### src/rtl/rice_decoder.sv
// Streaming Rice decoder: one serial bit per cycle in, zigzag-unfolded signed residual out.
// Codeword = unary run of 0s (quotient), a stop 1, then k remainder bits MSB-first.
module rice_decoder #(
  parameter int WIDTH   = 16,
  parameter int PARAM_W = 4
) (
  input  logic                    iClock,
  input  logic                    iReset,
  input  logic                    iValid,
  input  logic                    iBit,
  input  logic [PARAM_W-1:0]      iRiceParam,
  output logic signed [WIDTH-1:0] oSample,
  output logic                    oValid,
  output logic                    oError,
  output logic                    oBusy
);

  typedef enum logic {UNARY, BINARY} state_t;

  state_t             state_q, state_d;
  logic [WIDTH-1:0]   quot_q, quot_d;
  logic [WIDTH-1:0]   rem_q, rem_d;
  logic [PARAM_W-1:0] cnt_q, cnt_d;
  logic [PARAM_W-1:0] k_q, k_d;
  logic               busy_q, busy_d;
  logic [WIDTH-1:0]   sample_q, sample_d;
  logic               valid_q, valid_d;
  logic               error_q, error_d;

  logic [PARAM_W-1:0] k_eff;
  logic [WIDTH:0]     quot_max;
  logic [WIDTH-1:0]   u;
  logic               emit;

  // k comes straight from the port on a codeword's first bit, from the latch afterwards.
  assign k_eff    = busy_q ? k_q : iRiceParam;
  assign quot_max = ((WIDTH+1)'(1) << (WIDTH - int'(k_eff))) - (WIDTH+1)'(1);

  always_comb begin
    state_d  = state_q;
    quot_d   = quot_q;
    rem_d    = rem_q;
    cnt_d    = cnt_q;
    k_d      = k_q;
    busy_d   = busy_q;
    sample_d = sample_q;
    valid_d  = 1'b0;
    error_d  = 1'b0;
    emit     = 1'b0;
    u        = '0;
    if (iValid) begin
      k_d    = k_eff;
      busy_d = 1'b1;
      case (state_q)
        UNARY: begin
          if (!iBit) begin
            if ({1'b0, quot_q} == quot_max) begin
              error_d = 1'b1;
              quot_d  = '0;
              busy_d  = 1'b0;
            end else begin
              quot_d = quot_q + 1'b1;
            end
          end else if (k_eff == '0) begin
            emit = 1'b1;
            u    = quot_q;
          end else begin
            state_d = BINARY;
            cnt_d   = k_eff;
          end
        end
        BINARY: begin
          rem_d = {rem_q[WIDTH-2:0], iBit};
          cnt_d = cnt_q - 1'b1;
          if (cnt_q == PARAM_W'(1)) begin
            emit = 1'b1;
            u    = (quot_q << k_q) | rem_d;
          end
        end
        default: state_d = UNARY;
      endcase
      if (emit) begin
        valid_d  = 1'b1;
        sample_d = {1'b0, u[WIDTH-1:1]} ^ {WIDTH{u[0]}};
        quot_d   = '0;
        rem_d    = '0;
        cnt_d    = '0;
        state_d  = UNARY;
        busy_d   = 1'b0;
      end
    end
  end

  always_ff @(posedge iClock) begin
    if (iReset) begin
      state_q  <= UNARY;
      quot_q   <= '0;
      rem_q    <= '0;
      cnt_q    <= '0;
      k_q      <= '0;
      busy_q   <= 1'b0;
      sample_q <= '0;
      valid_q  <= 1'b0;
      error_q  <= 1'b0;
    end else begin
      state_q  <= state_d;
      quot_q   <= quot_d;
      rem_q    <= rem_d;
      cnt_q    <= cnt_d;
      k_q      <= k_d;
      busy_q   <= busy_d;
      sample_q <= sample_d;
      valid_q  <= valid_d;
      error_q  <= error_d;
    end
  end

  assign oSample = sample_q;
  assign oValid  = valid_q;
  assign oError  = error_q;
  assign oBusy   = busy_q;

endmodule

### config.mk
export PLATFORM = sky130hd
export DESIGN_NAME = rice_decoder
export DESIGN_NICKNAME = d
export VERILOG_FILES = /design/src/rtl/rice_decoder.sv
export SDC_FILE = /design/constraint.sdc
export NUM_CORES = 1
export LEC_CHECK = 0
export CAP_MARGIN = 20
export CORE_UTILIZATION = 25
export DETAILED_ROUTE_END_ITERATION = 12
export PLACE_DENSITY = 0.37
export SYNTH_ARGS = -nofsm -noshare
export SYNTH_HDL_FRONTEND = slang
export SYNTH_SLANG_ARGS = --single-unit
### constraint.sdc
create_clock -name iClock -period 8.55 [get_ports iClock]
set_input_delay 1.71 -clock iClock [delete_from_list [all_inputs] [get_ports iClock]]
set_output_delay 1.71 -clock iClock [all_outputs]
set_load 0.01 [all_outputs]
==> results of run 1 <==
==> logic make-up after synthesis <==
family | synth area share, %
buffers and inverters | 6.213
and+or+nand+nor | 22.51
DFF | 27.93
muxes | 10.74
AOI/OAI and AO/OA | 28.43
other | 0.08867
xor gates and xnor gates | 2.899
adders and majority gates | 1.183
==> power breakdown <==
part	switching, W	internal, W	total [W]
sequential	0.0000141	0.000285	0.000299
clock	0.000128	0.000223	0.000351
combinational	0.0000885	0.0000583	0.000147
==> metal layers <==
metal / vias up / GRT usage, % / wire (um)
met3: 19 / 3.345 / 741
li1: 1987 / - / -
met4: 0 / 6.008 / 281
met1: 1960 / 24.07 / 7151
met2: 118 / 25.04 / 6264
met5: - / 0 / 0
==> cell type report <==
cell class	instances	area [um^2]	area share [%]
Clock buffer	12	236.5	4.855
Inverter	13	48.80	1.002
Clock inverter	3	40.04	0.8220
Tap cell	220	275.3	5.651
Timing Repair Buffer	32	304.0	6.242
Multi-Input combinational cell	412	2785	57.18
Sequential cell	59	1181	24.25
==> how the worst min path moves through the flow <==
stage               slack (ns)         to       from
floorplan                 0.43  rem_q[14]  rem_q[14]
global placement          0.46   rem_q[5]   rem_q[5]
detailed placement        0.47   rem_q[5]   rem_q[5]
CTS                       0.47   rem_q[5]   rem_q[5]
global route              0.50  rem_q[13]  rem_q[13]
finish                    0.47   rem_q[5]   rem_q[5]
==> through the flow <==
stage               std cells   power, W  instance area [um^2]  hold slack, ns
CTS                       750  0.0008090                  4860          0.4749
finish                    751  0.0007970                  4871          0.4732
floorplan                 536  0.0004062                  4229          0.4287
global placement          734  0.0004516                  4576          0.4623
detailed placement        735  0.0004508                  4583          0.4679
global route              751  0.0008348                  4871          0.5002
==> flip-flops by register name (all words and copies together) (netlist names) <==
register,cells
state_q,1
k_q,4
oValid,1
oSample,16
rem_q,15
cnt_q,4
oError,1
quot_q,16
oBusy,1
==> synthesized netlist by cell type (4+ instances only) <==
| master | instances |
|---|---|
| or3_1 | 4 |
| a31oi_1 | 5 |
| o21ai_0 | 21 |
| and2_1 | 7 |
| buf_1 | 5 |
| nand3b_1 | 4 |
| mux2i_1 | 15 |
| a21o_1 | 4 |
| a211oi_1 | 33 |
| and3_1 | 7 |
| a22oi_1 | 4 |
| ha_1 | 4 |
| xnor2_1 | 12 |
| o21ai_1 | 11 |
| buf_2 | 6 |
| dfxtp_1 | 59 |
| a21oi_1 | 44 |
| nor4_1 | 6 |
| a221oi_1 | 6 |
| nand2_1 | 42 |
| a311oi_1 | 4 |
| a22o_1 | 11 |
| nand2b_1 | 4 |
| nor2_1 | 39 |
| nor2b_1 | 13 |
| nand4_1 | 6 |
| nor3_1 | 14 |
| clkbuf_1 | 39 |
| mux4_2 | 11 |
| nand3_1 | 25 |
| inv_1 | 13 |
| o21bai_1 | 4 |
==> critical path, delay by kind of cell <==
family / cells / cell delay (ns)
fa+ha+maj: 1 / 0.34
compound gates: 4 / 0.87
simple gates: 6 / 1.48
xor+xnor: 1 / 0.31
buf+inv: 1 / 0.68
==> impl_metrics.yaml, run 1 <==
setup_path:
  critPathLaunch: "iRiceParam[1]"
  critical_path_class: "in -> reg"
  r2r_setup_slack_ns: 4.36
  worstRegToRegCells: 12
  worst_path_max_delay_cell: "clkdlybuf4s50_1"
  worstReg2RegEnd: "quot_q[4]"
  worstPathMaxFanout: 13
  start_kind: "input pin"
  endpoint: "quot_q[4]"
  cp_cell_sequence: "clkdlybuf4s50_1 -> nand3b_1 -> and2_1 -> nand2b_1 -> ha_1 -> or3b_2 -> o211ai_1 -> a31oi_1 -> xnor2_1 -> nor4b_2 -> a211o_2 -> nor2_2 -> a22o_1"
  arrival_ns: 5.39
  crit_path_max_incr_delay_ns: 0.68
  required_ns: 8.83
  timing.rr.start: "oBusy"
  cp-end-kind: "register"
final_layout:
  mostFrequentLayoutCells: "dfxtp_1, a21oi_1, nand2_1, nor2_1, a211oi_1"
  layout_commonest_cell: "dfxtp_1"
  layout-drive-gt1-share_pct: 9.040
  antennaDiodeCount: 0
  n_fill_cell: 1787
  fin_nets: 539
  fin_util_pct: 29.48
  areaGrowthSynthToFinish_pct: 15.18
yosys:
  yosys.cell_types.count: 68
  syn-cell-area_mm2: 0.004229
  synth_edf_count: 0
  synth-seq-cells: 59
  synth_largest_area_cell: "dfxtp_1"
  synth_seq_area_share_pct: 27.93
  ys.warnings.count: 0
  netlist_instances: 536
  async_flop_share_pct: 0
  synth_area_leaders: "dfxtp_1, a211oi_1, mux4_2"
  synth_top_area_share_pct: 27.93
  syn_area_per_cell_um2: 7.890
  synth_fp_nets: 548
  synth_ff_type: "dfxtp_1"
place:
  place_congestion: 0.8555
  dp_slack_ns: 3.100
  hpwl_um: 10240
  io_buffers: 26
clocking:
  clkLatencyLatePin_ns: 0.34
  path_clk_slew_ns: 0.05
  cts_tree: "yes"
  htreeDepth: 3
  numCtsBuffers: 9
  cts_resized: 0
  postCtsSetupBuffers: 0
  ctsHoldBuffers: 0
  cts.path.max_buffers: 2
  root_buffer: "clkbuf_16"
  cts.sinks: 59
die:
  dieWidth_um: 132.1
  die_height_um: 132.1
  rows: 47
  num_io_pins: 27
  core_area_mm2: 0.01652
  fp.dieArea_mm2: 0.01744
  start_util_pct: 25.59
hold_path:
  hold_path_depth: 2
  hold_class: "reg -> reg"
global_route:
  antenna_found_initial: 0
  grt_util_all_layers_pct: 16.88
  grt_pass1_wl_um: 22420
  grt_max_degree: 50
  grt_pass1_vias: 3630
  overflow: 0
power_and_ir_drop:
  p_leak_nw: 1.558
  ir_worst_vdd_v: 0.00008940
  power_density_mw_per_mm2: 163.6
timing:
  slew_viol_final: 0
  rsz0062_at_grt: "false"
  skew_ns: 0.006093
  setup_ws_ns: 3.438
  tns_ns: 0
  timing.final.crit_period_ns: 5.112
  worstMarginPinSlew_ns: 1.011
  setup_viol: 0
  finalCritPeriodShare_pct: 59.79
  fmax_mhz: 195.6
  relSlewSlack_pct: 32.48
  final-hold-violation-count: 0
job:
  drv_cap: 0
detailed_routing:
  drt-initial-drc-count: 316
  ant_nets: 0
  num_vias: 4084
  drt_pass1_iterations: 4
  drc_errors: 0
  routed_wl_um: 14440
  via_per_inst: 5.438
  wl_per_cell_um: 19.23
status:
  status: "finished clean"
(Power assumes the default switching activity.)
==> inputs of run 2 (changes only) <==
- clock period: 8.55 -> 4.8 ns (I/O delays scaled with it)
==> impl_metrics.yaml, run 2 (same netlist as run 1, synthesis figures left out) <==
die:
  rows: 47
  fp.dieArea_mm2: 0.01744
  num_io_pins: 27
  core_area_mm2: 0.01652
  die_height_um: 132.1
  dieWidth_um: 132.1
  start_util_pct: 25.59
setup_path:
  arrival_ns: 4.51
  worst_path_max_delay_cell: "clkdlybuf4s50_1"
  cp-end-kind: "register"
  worstPathMaxFanout: 13
  crit_path_max_incr_delay_ns: 0.62
  cp_cell_sequence: "clkdlybuf4s50_1 -> nand3b_1 -> nand2_1 -> nand2b_1 -> ha_1 -> or3b_2 -> o211ai_1 -> a31oi_1 -> xnor2_1 -> nor4b_2 -> a211o_2 -> nor2_2 -> a22o_1"
  critical_path_class: "in -> reg"
  required_ns: 5.07
  start_kind: "input pin"
job:
  drv_cap: 0
place:
  hpwl_um: 10690
  dp_slack_ns: 0.2958
  place_inst: 743
  io_buffers: 26
  place_congestion: 0.8578
detailed_routing:
  wl_per_cell_um: 19.61
  num_vias: 4105
  routed_wl_um: 14880
  drt_pass1_iterations: 4
  drt-initial-drc-count: 285
  drc_errors: 0
  via_per_inst: 5.408
  ant_nets: 0
global_route:
  gr-usage-met1_pct: 25.39
  grt_busiest_layer: "met2"
  overflow: 0
  grt_max_degree: 28
  grt_util_met3_pct: 3.768
  met2_usage_pct: 26.34
  grt_pass1_vias: 3929
  grt_pass1_wl_um: 23800
  grt_util_all_layers_pct: 17.93
  antenna_found_initial: 0
timing:
  fmax_mhz: 235.8
  rsz0062_at_grt: "false"
  setup_ws_ns: 0.5599
  skew_ns: 0.007458
  slew_viol_final: 0
  worstMarginPinSlew_ns: 0.7333
  timing.final.crit_period_ns: 4.240
  fin_hold_ws_ns: 0.4754
  final-hold-violation-count: 0
  setup_viol: 0
  relSlewSlack_pct: 49.72
  finalCritPeriodShare_pct: 88.33
  tns_ns: 0
final_layout:
  antennaDiodeCount: 0
  final_cells: 759
  areaGrowthSynthToFinish_pct: 17.13
  layout-drive-gt1-share_pct: 10.58
  fin_nets: 546
  mostFrequentLayoutCells: "dfxtp_1, a21oi_1, nand2_1, nor2_1, a211oi_1"
  layout_commonest_cell: "dfxtp_1"
power_and_ir_drop:
  ir_worst_vdd_v: 0.0001621
  p_total_w: 0.001485
  p_leak_nw: 1.605
  power_density_mw_per_mm2: 299.8
clocking:
  cts_tree: "yes"
  cts.path.max_buffers: 2
  cts_resized: 0
  numCtsBuffers: 9
  path_clk_slew_ns: 0.05
  ctsHoldBuffers: 0
  htreeDepth: 3
  cts.sinks: 59
  postCtsSetupBuffers: 0
  root_buffer: "clkbuf_16"
  clkLatencyLatePin_ns: 0.33
status:
  status: "finished clean"
hold_path:
  hold_class: "reg -> reg"
run 2: critical path, delay by kind of cell:
kind	cells	cell delay (ns)
and+or+nand+nor	6	1.39
buffers and inverters	1	0.62
xor gates and xnor gates	1	0.32
AOI/OAI and AO/OA	4	0.87
adders and majority gates	1	0.35
run 2: power breakdown:
group	switching, W	total, W	leakage, nW	internal, W
combinational	0.000169	0.000277	0.977	0.000108
sequential	0.0000179	0.000526	0.479	0.000508
clock	0.000230	0.000682	0.150	0.000452
total	0.000417	0.00149	1.61	0.00107
run 2: metal layers:
layer / share of wire [%] / up-vias / wire length, um
met4: 1.9 / 0 / 280
met3: 5.2 / 18 / 774
met2: 43 / 117 / 6460
met1: 49 / 1956 / 7366
li1: - / 2014 / -
met5: 0 / - / 0
run 2: worst paths after layout:
path	from	endpoint	slack [ns]	cells past startpoint
worst max-delay path	iRiceParam[2]	quot_q[2]	0.56	13
worst min-delay path	rem_q[5]	rem_q[5]	0.48	2
worst max register to register	oBusy	quot_q[2]	0.81	12
worst min register to register	rem_q[5]	rem_q[5]	0.48	2
run 2: area by class of cell:
type | instances | area, um^2
Clock buffer | 11 | 232.7
Clock inverter | 5 | 77.57
Fill cell | 1762 | 11570
Inverter | 13 | 48.80
Multi-Input combinational cell | 412 | 2785
Sequential cell | 59 | 1181
Tap cell | 220 | 275.3
Timing Repair Buffer | 39 | 352.8
run 2: stage by stage:
step	util, %	instance area, um^2
4_1_cts	29.98	4954
5_1_grt	29.98	4954
3_3_place_gp	28.10	4643
3_5_place_dp	28.10	4643
6_report	29.98	4954
2_1_floorplan	-	4229
==> inputs of run 3 (changes only) <==
- CORE_UTILIZATION: 25 -> 60
- PLACE_DENSITY: 0.37 -> 0.78
- SLEW_MARGIN: not set -> 25
==> impl_metrics.yaml, run 3 (same netlist as run 1, synthesis figures left out) <==
status:
  status: "finished clean"
final_layout:
  antennaDiodeCount: 0
  mostFrequentLayoutCells: "dfxtp_1, a21oi_1, nand2_1, nor2_1, a211oi_1"
  fin_util_pct: 69.26
  n_fill_cell: 558
  layout-drive-gt1-share_pct: 10.45
  layout_commonest_cell: "dfxtp_1"
  regArea_mm2: 0.001181
  stdcell_area_mm2: 0.004706
  final_cells: 632
  fin_nets: 544
  multi_input_area_mm2: 0.002788
  areaGrowthSynthToFinish_pct: 11.27
timing:
  relSlewSlack_pct: 52.05
  fmax_mhz: 238.1
  setup_ws_ns: 0.6001
  setup_viol: 0
  skew_ns: 0.009388
  final-hold-violation-count: 0
  slew_viol_final: 0
  worstMarginPinSlew_ns: 0.6993
  tns_ns: 0
  rsz0062_at_grt: "false"
  timing.final.crit_period_ns: 4.200
  finalCritPeriodShare_pct: 87.50
place:
  placed_area_mm2: 0.004478
  place_congestion: 0.9366
  hpwl_um: 8705
  place_inst: 617
  io_buffers: 26
  dp_slack_ns: 0.3369
setup_path:
  crit_path_max_incr_delay_ns: 0.64
  critical_path_class: "in -> reg"
  arrival_ns: 4.49
  start_kind: "input pin"
  required_ns: 5.09
  cp-end-kind: "register"
  worst_path_max_delay_cell: "clkdlybuf4s50_1"
  worstPathMaxFanout: 12
  cp_cell_sequence: "clkdlybuf4s50_1 -> nand3b_1 -> and2_1 -> nand2b_1 -> ha_1 -> or3b_2 -> o211ai_1 -> a31oi_1 -> xnor2_1 -> nor4b_2 -> a211o_2 -> nor2_2 -> a22o_1"
clocking:
  clkLatencyLatePin_ns: 0.35
  postCtsSetupBuffers: 0
  cts.sinks: 59
  htreeDepth: 3
  numCtsBuffers: 9
  cts_tree: "yes"
  root_buffer: "clkbuf_8"
  cts.path.max_buffers: 2
  path_clk_slew_ns: 0.07
  ctsHoldBuffers: 0
  cts_resized: 0
die:
  start_util_pct: 62.25
  rows: 30
  fp.dieArea_mm2: 0.007388
  num_io_pins: 27
  core_area_mm2: 0.006794
  dieWidth_um: 85.96
  die_height_um: 85.96
detailed_routing:
  ant_nets: 0
  drc_errors: 0
  routed_wl_um: 12190
  num_vias: 4284
  wl_per_cell_um: 19.29
  drt_pass1_iterations: 6
  drt-initial-drc-count: 464
  via_per_inst: 6.778
global_route:
  grt_max_degree: 48
  grt_pass1_wl_um: 19210
  grt_pass1_vias: 3684
  overflow: 0
  antenna_found_initial: 0
  grt_util_all_layers_pct: 33.86
job:
  drv_cap: 0
hold_path:
  hold_class: "reg -> reg"
power_and_ir_drop:
  p_leak_nw: 1.560
  power_density_mw_per_mm2: 279.7
  ir_worst_vdd_v: 0.0002378
## run 3: cell types whose count changed in the layout (fill, tap and decap cells not counted), sizes merged
| cell | change |
|---|---|
| buf | -3 |
| clkdlybuf4s50 | +1 |
| clkinvlp | -1 |
## run 3: area by class of cell
type / count / share of cell area, %
clock buffer: 11 / 3.217
clock inverter: 4 / 1.569
inverter: 13 / 1.037
multi-input combinational: 412 / 59.24
sequential: 59 / 25.10
tap: 96 / 2.553
timing repair buffer: 37 / 7.285
## run 3: metal layers
metal | global-route usage (%) | routed length (um)
met1 | 48.32 | 5324
met2 | 49.86 | 5248
met3 | 7.892 | 1302
met4 | 11.97 | 312
met5 | 0 | 0
## run 3: final timing paths
kind | startpoint | endpoint | slack, ns | depth (start not counted)
hold reg to reg | rem_q[3] | rem_q[3] | 0.48 | 2
setup / recovery | iRiceParam[0] | quot_q[7] | 0.60 | 13
setup reg to reg | oBusy | quot_q[7] | 1.15 | 13
hold / removal | rem_q[3] | rem_q[3] | 0.48 | 2
## run 3: where the power goes
part           total (W)  switching (W)  leakage [nW]  internal (W)
registers       0.000523      0.0000158         0.479      0.000507
clock network   0.000522       0.000204         0.115      0.000318
logic           0.000271       0.000164         0.966      0.000108
## run 3: worst max-delay path, delay by kind of cell
family                   cells  cell delay (ns)
AO/OA/AOI/OAI                4             0.84
XOR/XNOR                     1             0.33
adder cells (fa/ha/maj)      1             0.26
buffers and inverters        1             0.64
AND/OR/NAND/NOR              6             1.45
## run 3: metrics by stage
step	power [W]	hold slack, ns
global placement	0.0007942	0.4535
CTS	0.001312	0.4731
detailed placement	0.0007977	0.4642
floorplan	0.0007236	0.4287
finish	0.001316	0.4771
global route	0.001366	0.4921
